===== src/rtl/next_pc_unit_if.sv =====
// Next-PC unit bus: PC-side inputs and next-PC/RAS status outputs.
// master drives PC/control and observes PCin/status; slave is the unit.
interface next_pc_unit_if #(
  parameter int Width = 8,
  parameter int Depth = 4
);
  localparam int CW = $clog2(Depth) + 1;

  logic [Width-1:0] PC;
  logic             Stall;
  logic             Branch;
  logic             Zero;
  logic [Width-1:0] Offset;
  logic             Jump;
  logic             Call;
  logic             Ret;
  logic [Width-1:0] Target;
  logic [Width-1:0] PCin;
  logic             Empty;
  logic             Full;
  logic [CW-1:0]    Count;
  logic             StackErr;

  modport master (
    output PC, Stall, Branch, Zero, Offset,
    output Jump, Call, Ret, Target,
    input  PCin, Empty, Full, Count, StackErr
  );

  modport slave (
    input  PC, Stall, Branch, Zero, Offset,
    input  Jump, Call, Ret, Target,
    output PCin, Empty, Full, Count, StackErr
  );
endinterface


===== src/rtl/next_pc_unit.sv =====
// Next-PC select with circular return-address stack.
// NEXT_PC_STICKY_ERR_EN: StackErr holds until Reset instead of pulsing.
module next_pc_unit #(
  parameter int Width = 8,
  parameter int Depth = 4
) (
  input logic            CLK,
  input logic            Reset,
  next_pc_unit_if.slave  bus
);
  localparam int PW = $clog2(Depth);
  localparam int CW = PW + 1;
  localparam logic [CW-1:0] CntMax = CW'(Depth);

  logic [Width-1:0] stack_q [Depth];
  logic [Width-1:0] stack_d [Depth];
  logic [PW-1:0]    sp_q, sp_d;
  logic [CW-1:0]    count_q, count_d;
  logic             err_q, err_d;

  logic [Width-1:0] pc_inc;
  logic [Width-1:0] top;
  logic             empty;
  logic             full;

  assign pc_inc = bus.PC + Width'(1);
  assign top    = stack_q[sp_q - PW'(1)];
  assign empty  = (count_q == '0);
  assign full   = (count_q == CntMax);

  always_comb begin
    bus.PCin = pc_inc;
    if (Reset)                        bus.PCin = '0;
    else if (bus.Stall)               bus.PCin = bus.PC;
    else if (bus.Ret)                 bus.PCin = empty ? pc_inc : top;
    else if (bus.Call || bus.Jump)    bus.PCin = bus.Target;
    else if (bus.Branch && bus.Zero)  bus.PCin = pc_inc + bus.Offset;
  end

  always_comb begin
    stack_d = stack_q;
    sp_d    = sp_q;
    count_d = count_q;
`ifdef NEXT_PC_STICKY_ERR_EN
    err_d   = err_q;
`else
    err_d   = 1'b0;
`endif
    if (bus.Stall) begin
      err_d = err_q;
    end else if (bus.Ret) begin
      // a simultaneous Call is dropped but still flagged
      if (empty) begin
        err_d = 1'b1;
      end else begin
        sp_d    = sp_q - PW'(1);
        count_d = count_q - CW'(1);
      end
      if (bus.Call) err_d = 1'b1;
    end else if (bus.Call) begin
      stack_d[sp_q] = pc_inc;
      sp_d          = sp_q + PW'(1);
      if (full) err_d   = 1'b1;
      else      count_d = count_q + CW'(1);
    end
  end

  always_ff @(posedge CLK) begin
    if (Reset) begin
      for (int i = 0; i < Depth; i++) stack_q[i] <= '0;
      sp_q    <= '0;
      count_q <= '0;
      err_q   <= 1'b0;
    end else begin
      stack_q <= stack_d;
      sp_q    <= sp_d;
      count_q <= count_d;
      err_q   <= err_d;
    end
  end

  assign bus.Empty    = empty;
  assign bus.Full     = full;
  assign bus.Count    = count_q;
  assign bus.StackErr = err_q;
endmodule


===== src/flat_wrapper.sv =====
// flat-port wrapper written by rule: the top's interface ports become plain ports
module next_pc_unit_flat 
#(
  parameter int Width = 8,
  parameter int Depth = 4
)
  (CLK, Reset, bus_PC, bus_Stall, bus_Branch, bus_Zero, bus_Offset, bus_Jump, bus_Call, bus_Ret, bus_Target, bus_PCin, bus_Empty, bus_Full, bus_Count, bus_StackErr);
  next_pc_unit_if #(.Width(Width), .Depth(Depth)) bus_i ();
  input logic CLK;
  input logic Reset;
  input wire logic [$bits(bus_i.PC)-1:0] bus_PC;
  input wire logic [$bits(bus_i.Stall)-1:0] bus_Stall;
  input wire logic [$bits(bus_i.Branch)-1:0] bus_Branch;
  input wire logic [$bits(bus_i.Zero)-1:0] bus_Zero;
  input wire logic [$bits(bus_i.Offset)-1:0] bus_Offset;
  input wire logic [$bits(bus_i.Jump)-1:0] bus_Jump;
  input wire logic [$bits(bus_i.Call)-1:0] bus_Call;
  input wire logic [$bits(bus_i.Ret)-1:0] bus_Ret;
  input wire logic [$bits(bus_i.Target)-1:0] bus_Target;
  output wire logic [$bits(bus_i.PCin)-1:0] bus_PCin;
  output wire logic [$bits(bus_i.Empty)-1:0] bus_Empty;
  output wire logic [$bits(bus_i.Full)-1:0] bus_Full;
  output wire logic [$bits(bus_i.Count)-1:0] bus_Count;
  output wire logic [$bits(bus_i.StackErr)-1:0] bus_StackErr;
  assign bus_i.PC = bus_PC;
  assign bus_i.Stall = bus_Stall;
  assign bus_i.Branch = bus_Branch;
  assign bus_i.Zero = bus_Zero;
  assign bus_i.Offset = bus_Offset;
  assign bus_i.Jump = bus_Jump;
  assign bus_i.Call = bus_Call;
  assign bus_i.Ret = bus_Ret;
  assign bus_i.Target = bus_Target;
  assign bus_PCin = bus_i.PCin;
  assign bus_Empty = bus_i.Empty;
  assign bus_Full = bus_i.Full;
  assign bus_Count = bus_i.Count;
  assign bus_StackErr = bus_i.StackErr;
  next_pc_unit #(.Width(Width), .Depth(Depth)) u_core (.CLK(CLK), .Reset(Reset), .bus(bus_i));
endmodule

===== config.mk =====
export PLATFORM = sky130hd
export DESIGN_NAME = next_pc_unit_flat
export DESIGN_NICKNAME = d
export VERILOG_FILES = /design/src/rtl/next_pc_unit_if.sv /design/src/rtl/next_pc_unit.sv /design/src/flat_wrapper.sv
export SDC_FILE = /design/constraint.sdc
export NUM_CORES = 1
export LEC_CHECK = 0
export BUFFER_PORTS_ARGS = -buffer_cell sky130_fd_sc_hd__buf_2
export CAP_MARGIN = 30
export CORE_ASPECT_RATIO = 1.25
export CORE_MARGIN = 4
export CORE_UTILIZATION = 30
export CTS_BUF_LIST = sky130_fd_sc_hd__clkbuf_8
export DETAILED_ROUTE_END_ITERATION = 8
export PLACE_DENSITY = 0.47
export SYNTH_ARGS = -nofsm -noshare
export SYNTH_HDL_FRONTEND = slang
export SYNTH_SLANG_ARGS = --single-unit

===== constraint.sdc =====
create_clock -name CLK -period 2.8 [get_ports CLK]
set_clock_uncertainty 0.2 [all_clocks]
set_input_delay 0.28 -clock CLK [delete_from_list [all_inputs] [get_ports CLK]]
set_output_delay 0.28 -clock CLK [all_outputs]
set_load 0.05 [all_outputs]

==> results by group, run 1 <==
Cells and area
  • N_diodes: 0
  • Nets: approximately 430
  • P&R area growth vs syn: 31.2%
  • Share of post-route cells with drive strength above 1: 0.386
  • Commonest non-fill, non-tap cell in the layout: nor2_1
  • Commonest cells after routing, fill and taps aside: nor2_1 (49), buf_4 (47), dfxtp_1 (37)

Setup path
  • RR Startpoint: u_core.bus.Count[2]
  • Setup crit start kind: register
  • FF-to-FF path depth: 6
  • FF-to-FF End: u_core.bus.Count[2]
  • FF-to-FF setup slack: 0.68 ns
  • Critical path destination: bus_PCin[7]
  • Crit. End Element: output pin
  • Req. time, crit path: 2.32 ns
  • Crit path from: u_core.sp_q[1]
  • Critical Path AT: 2.23 ns
  • Critical path type: reg -> out
  • Critical path fanouts, max: 4

Floorplanning
  • Die width: 92.9 um
  • Die ar.: 10600 um^2
  • I/O pin count: 46
  • Row count: 38
  • Die H: 114 um
  • Core footprint: 8750 um^2
  • Starting Density: 0.309

Timing
  • # setup viols final: 0
  • Hold Vio Cnt, Final: 0
  • Count of pins over their slew limit: 0
  • Tmin final: between 2 and 3 ns
  • Actual slew at the worst max-slew pin: 0.681 ns
  • Fmax: between 0.3 and 0.4 GHz
  • Rel. slew slack: 0.546
  • WHS: 0.136 ns
  • Tcrit/Tclk final: 0.969

CTS
  • CTS Buf Count: 5
  • Worst-path clk slew: 0.08 ns
  • CTS Hold Bufs: 0
  • Worst skew pair latency: 0.28 ns
  • CTS sink count: 38
  • CTS H-Tree Depth: 2
  • Clock Tree Buf Depth: 2
  • CTS tree: done
  • CTS root buf: clkbuf_8

Global routing
  • Grt total ovfl: 0
  • Largest net degree at the start of global routing: 45
  • Vias in the first global route: 2416
  • Initial antenna violation count: 0
  • GRT Total Usage: 0.155
  • Global-route wire length before repair: between 10000 and 15000 um

Worst hold path
  • Worst hold path class: in -> reg

Placement
  • Hpwl dp: between 6000 and 7000 um
  • PortBufs: 45
  • GPL Wtd Cong: 0.821

Pwr
  • Reg power frac: 0.367
  • Leakage: 1.38 nW
  • Switching power: 567 uW
  • Total power after layout: approximately 1.6 mW
  • Comb power frac: 0.398
  • Net Sw Frac: 0.363
  • Maximum vdd drop: 0.267 mV
  • Power density over the cells: 440 nW/um^2
  • Internal power: around 1000 uW
  • Clk pwr share: 0.235

Drt
  • DR vias/cell: 4.88
  • DR iter-0 viols: 67
  • Detailed Routing Iterations Pass 1: 4
  • Routed length per instance: 16.1 um
  • DR vias: 2443
  • DRC: 0
  • Total Wirelength: 8090 um
  • Routed Antenna Nets: 0

Synth
  • FFs w/ async S/R, synth: 0
  • Synthesized area: 2710 um^2
  • Mapped Cells: between 300 and 400
  • Mapped Avg Cell Area: 8.84 um^2
  • Ys flop type: dfxtp_1
  • FF+latch count, synth: 38
  • Post-synthesis sequential area ratio: 0.281
  • YS warnings: 0
  • Number of synthesized flops with an enable pin: 0
  • Syn nets: 353
  • Yosys cell types: 55

Flow run
  • Max-cap violations: 0

Outcome
  • Status: finished, final reports clean
-- repair_timing --
action                                 4_1_cts  5_1_grt
setup endpoints to repair                    5        7
pin swaps                                    4       11
resized for setup                           15       24
endpoints found under the hold margin        0        0
setup buffers                                1        1
-- area by class of cell --
type                            count  area [um^2]
Fill cell                         922         5200
Multi-Input combinational cell    232         1880
Sequential cell                    38          764
Timing Repair Buffer               88          599
Tap cell                          120          150
Clock buffer                        5         68.8
Inverter                           15         68.8
Clock inverter                      3         17.5
-- registers in the layout, indices dropped and copies added, names as in the netlist --
| signal | count |
|---|---|
| u_core.bus.StackErr | 1 |
| u_core.bus.Count | 3 |
| u_core.sp_q | 2 |
| u_core.stack_q | 32 |
-- stage by stage --
step            util  area [um^2]  setup TNS (ns)  cells  setup WS, ns
2_1_floorplan      -         2780         -0.0444    306       -0.0444
3_3_place_gp   0.373         3260          -0.375    491       -0.0951
3_5_place_dp   0.373         3260          -0.412    491        -0.132
4_1_cts        0.392         3430               0    500       0.00327
5_1_grt        0.406         3550         -0.0120    501       -0.0114
6_report       0.406         3550               0    501        0.0878
-- per-layer routing --
layer  vias up  global-route usage  part of all wire
li1       1241                   -                 -
met1      1152               0.200              0.44
met2        46               0.270              0.51
met3         4              0.0283             0.042
met4         0              0.0313            0.0066
met5         -                   0                 0
-- worst max-delay path, stage by stage (launching register included) --
cell	delay (ns)
dfxtp_4	0.37
inv_1	0.07
ha_4	0.28
mux4_2	0.49
nand3_1	0.11
a21oi_1	0.07
nand2b_1	0.15
o22a_2	0.25
buf_8	0.15
-- cell families (layout without fill, tap and decap cells) --
family | count (synthesis) | in the layout | share of synthesized area
AO/OA/AOI/OAI | 74 | 74 | 0.191
XOR/XNOR | 15 | 15 | 0.0486
adder cells (fa/ha/maj) | 15 | 15 | 0.0749
buffers and inverters | 36 | 111 | 0.0971
flip-flops | 38 | 38 | 0.281
multiplexers | 15 | 15 | 0.0939
AND/OR/NAND/NOR | 113 | 113 | 0.213
-- synth_stat cells, types with 2 or more instances --
library cell	count	area [um^2]
nor2_1	49	184
dfxtp_1	38	761
a211oi_1	31	233
nand2_1	21	78.8
inv_1	14	52.6
ha_1	13	163
a21oi_1	12	60.1
xnor2_1	9	78.8
nand3_1	8	40.0
mux2i_1	7	70.1
mux4_2	7	158
a31oi_1	6	37.5
buf_4	6	45.0
clkbuf_8	6	82.6
xor2_1	6	52.6
buf_6	4	45.0
o21ai_0	4	20.0
a21o_1	3	22.5
and3_1	3	18.8
clkbuf_1	3	11.3
nand4_1	3	18.8
nor2_4	3	33.8
nor3_1	3	15.0
o21ai_1	3	15.0
o22ai_1	3	18.8
a22oi_1	2	15.0
buf_2	2	10.0
fa_1	2	40.0
nand2_2	2	12.5
nand2b_1	2	12.5
nand3b_1	2	15.0
nor2b_1	2	12.5
nor4b_1	2	17.5
o211ai_1	2	15.0
o221ai_1	2	17.5
or2_2	2	12.5
-- how the worst min path moves through the flow --
| stage | start | end | slack, ns | depth (start not counted) |
|---|---|---|---|---|
| floorplan | u_core.stack_q[9] | u_core.stack_q[9] | 0.25 | 2 |
| global placement | u_core.bus.StackErr | u_core.bus.StackErr | 0.26 | 2 |
| detailed placement | u_core.bus.StackErr | u_core.bus.StackErr | 0.28 | 2 |
| CTS | bus_PC[0] | u_core.stack_q[24] | 0.17 | 3 |
| global route | bus_PC[0] | u_core.stack_q[16] | 0.15 | 3 |
| finish | bus_PC[0] | u_core.stack_q[0] | 0.14 | 3 |
-- power by group through the flow --
stage	combinational, mW	clock [mW]	sequential (mW)
6_report	0.622	0.367	0.573
5_1_grt	0.677	0.402	0.576
4_1_cts	0.593	0.386	0.573
3_5_place_dp	0.575	0	0.586
3_3_place_gp	0.571	0	0.585
2_1_floorplan	0.381	0	0.608
(Power assumes the default switching activity.)
==> run 2, diff against run 1 <==
Settings changed: CAP_MARGIN 30 to 10, PLACE_DENSITY 0.47 to 0.51.
==> run 2 against run 1 <==
  * Fmax up 0.28%
  * Cell area up 1.9%
  * Sequential power is essentially flat
  * Highest routed layer unchanged
  * Sequential share of layout area down 0.37 points
  * Wire length fell by 2.2%
  * Combinational power is essentially flat
  * Clock power rose by 55%
  * Critical path type unchanged
==> results by group, run 2 (synthesis gave the netlist of run 1 again) <==
Cells and area
  • Max reg flops: 32
  • Nets: 420
  • # fillers: approximately 940
  • P&R area growth vs syn: 33.7%
  • Post-route insts no fill: between 400 and 500
  • FF+latch area: between 700 and 800 um^2
  • Share of post-route cells with drive strength above 1: 0.409
  • Register with the most flip-flops: u_core.stack_q
  • Commonest non-fill, non-tap cell in the layout: nor2_1
  • Multi-input combinational cell area: between 1500 and 2000 um^2
  • N_diodes: 0
  • Commonest cells after routing, fill and taps aside: nor2_1 (48), buf_4 (36), dfxtp_1 (36)

CTS
  • Clock Tree Buf Depth: 2
  • Worst-path clk slew: 0.09 ns
  • CTS sink count: 38
  • CTS tree: done
  • CTS root buf: clkbuf_8
  • Worst skew pair latency: 0.29 ns
  • CTS Buf Count: 5
  • CTS Hold Bufs: 0
  • CTS H-Tree Depth: 2

Drt
  • DR vias/cell: 4.92
  • Routed Antenna Nets: 0
  • Total Wirelength: 7910 um
  • DR iter-0 viols: 93
  • DR vias: around 2400
  • Detailed Routing Iterations Pass 1: 4
  • DRC: 0
  • Routed length per instance: 16.0 um

Worst hold path
  • Hold path startpoint: bus_PC[0]
  • Worst hold path class: in -> reg
  • Worst min-delay path endpoint: u_core.stack_q[0]
  • Min-Delay Path Depth: 3

Setup path
  • Setup crit start kind: register
  • FF-to-FF setup slack: 0.86 ns
  • Critical Path, Cell by Cell: inv_2 -> ha_4 -> mux4_2 -> nand3_2 -> a21oi_1 -> nand2b_1 -> o22a_2 -> buf_8
  • Crit. End Element: output pin
  • Bufs and invs on worst path: 2
  • Critical path fanouts, max: 4
  • Req. time, crit path: 2.32 ns
  • Crit-path leading delay family: multiplexers
  • RR Startpoint: u_core.sp_q[0]
  • FF-to-FF End: u_core.stack_q[1]
  • FF-to-FF path depth: 5
  • Critical path type: reg -> out
  • Max incr delay on CP: approximately 0.5 ns
  • Critical Path AT: 2.22 ns
  • Critical-path top delay cell: mux4_2

Outcome
  • Status: finished, final reports clean

Floorplanning
  • Die width: just over 90 um
  • Row count: 38
  • I/O pin count: 46
  • Die H: 114 um
  • Starting Density: 0.309
  • Die ar.: 10600 um^2
  • Core footprint: 8750 um^2

Timing
  • Fmax: ~0.37 GHz
  • Hold Vio Cnt, Final: 0
  • Tcrit/Tclk final: 0.966
  • # setup viols final: 0
  • Count of pins over their slew limit: 0
  • Tmin final: ~2.7 ns
  • Rel. slew slack: 0.520
  • Actual slew at the worst max-slew pin: 0.719 ns

Global routing
  • Initial antenna violation count: 0
  • Largest net degree at the start of global routing: 40
  • Vias in the first global route: 2456
  • Global-route wire length before repair: 13000 um
  • GRT Total Usage: 0.155
  • Grt total ovfl: 0

Placement
  • Hpwl dp: 5980 um
  • Placed Cells: between 400 and 500
  • PortBufs: 45
  • GPL Wtd Cong: 0.865

Pwr
  • Total power after layout: between 1.5 and 2 mW
  • Leakage: between 1 and 1.5 nW
  • Power density over the cells: 488 nW/um^2
  • Maximum vdd drop: 0.204 mV

Flow run
  • Max-cap violations: 0
run 2: worst max path at each step:
| stage | start | endpoint | slack (ns) | cells after the start |
|---|---|---|---|---|
| global placement | bus_PC[3] | bus_PCin[7] | -0.11 | 13 |
| finish | u_core.sp_q[1] | bus_PCin[7] | 0.1 | 8 |
| global route | bus_PC[3] | bus_PCin[7] | -0.04 | 13 |
| CTS | bus_PC[0] | bus_PCin[6] | -0.0005 | 13 |
| floorplan | bus_PC[0] | bus_PCin[6] | -0.04 | 11 |
| detailed placement | bus_PC[0] | bus_PCin[7] | -0.15 | 12 |
run 2: tightest hold or removal path: cells and delay by family:
family | cells | cell delay (ns)
AO/OA/AOI/OAI | 1 | 0.06
buffers and inverters | 2 | 0.23
run 2: routing by layer:
| metal | GRT usage | up-vias | part of all wire |
|---|---|---|---|
| met5 | 0 | - | 0 |
| met4 | 0.0381 | 0 | 0.015 |
| met3 | 0.0316 | 11 | 0.034 |
| met2 | 0.272 | 46 | 0.52 |
| met1 | 0.193 | 1141 | 0.43 |
| li1 | - | 1232 | - |
run 2: area by class of cell:
class                           instances  area share
Clock inverter                          3      0.0190
Inverter                               15      0.0190
Multi-Input combinational cell        232       0.533
Clock buffer                            5      0.0190
Tap cell                              120      0.0415
Timing Repair Buffer                   81       0.156
Sequential cell                        38       0.212
run 2: repair_timing:
| item | 4_1_cts | 5_1_grt |
|---|---|---|
| setup buffers | 0 | 2 |
| gates resized for setup | 19 | 44 |
| endpoints found under the setup margin | 8 | 7 |
| pin swaps | 5 | 25 |
run 2: report_power, final:
group          total (mW)  internal [mW]  switching, mW
Clock               0.570          0.357          0.213
Sequential          0.576          0.562         0.0137
Combinational       0.620          0.259          0.361
Total                1.77           1.18          0.588
run 2: per-stage QoR:
stage	TNS, ns	setup slack (ns)	utilization	cell area, um^2	hold slack [ns]
2_1_floorplan	-0.0444	-0.0444	-	2780	0.251
3_3_place_gp	-0.248	-0.109	0.367	3210	0.265
3_5_place_dp	-0.354	-0.147	0.367	3210	0.269
4_1_cts	-0.000451	-0.000451	0.392	3430	0.147
5_1_grt	-0.0425	-0.0364	0.413	3620	0.109
6_report	0	0.0953	0.413	3620	0.115
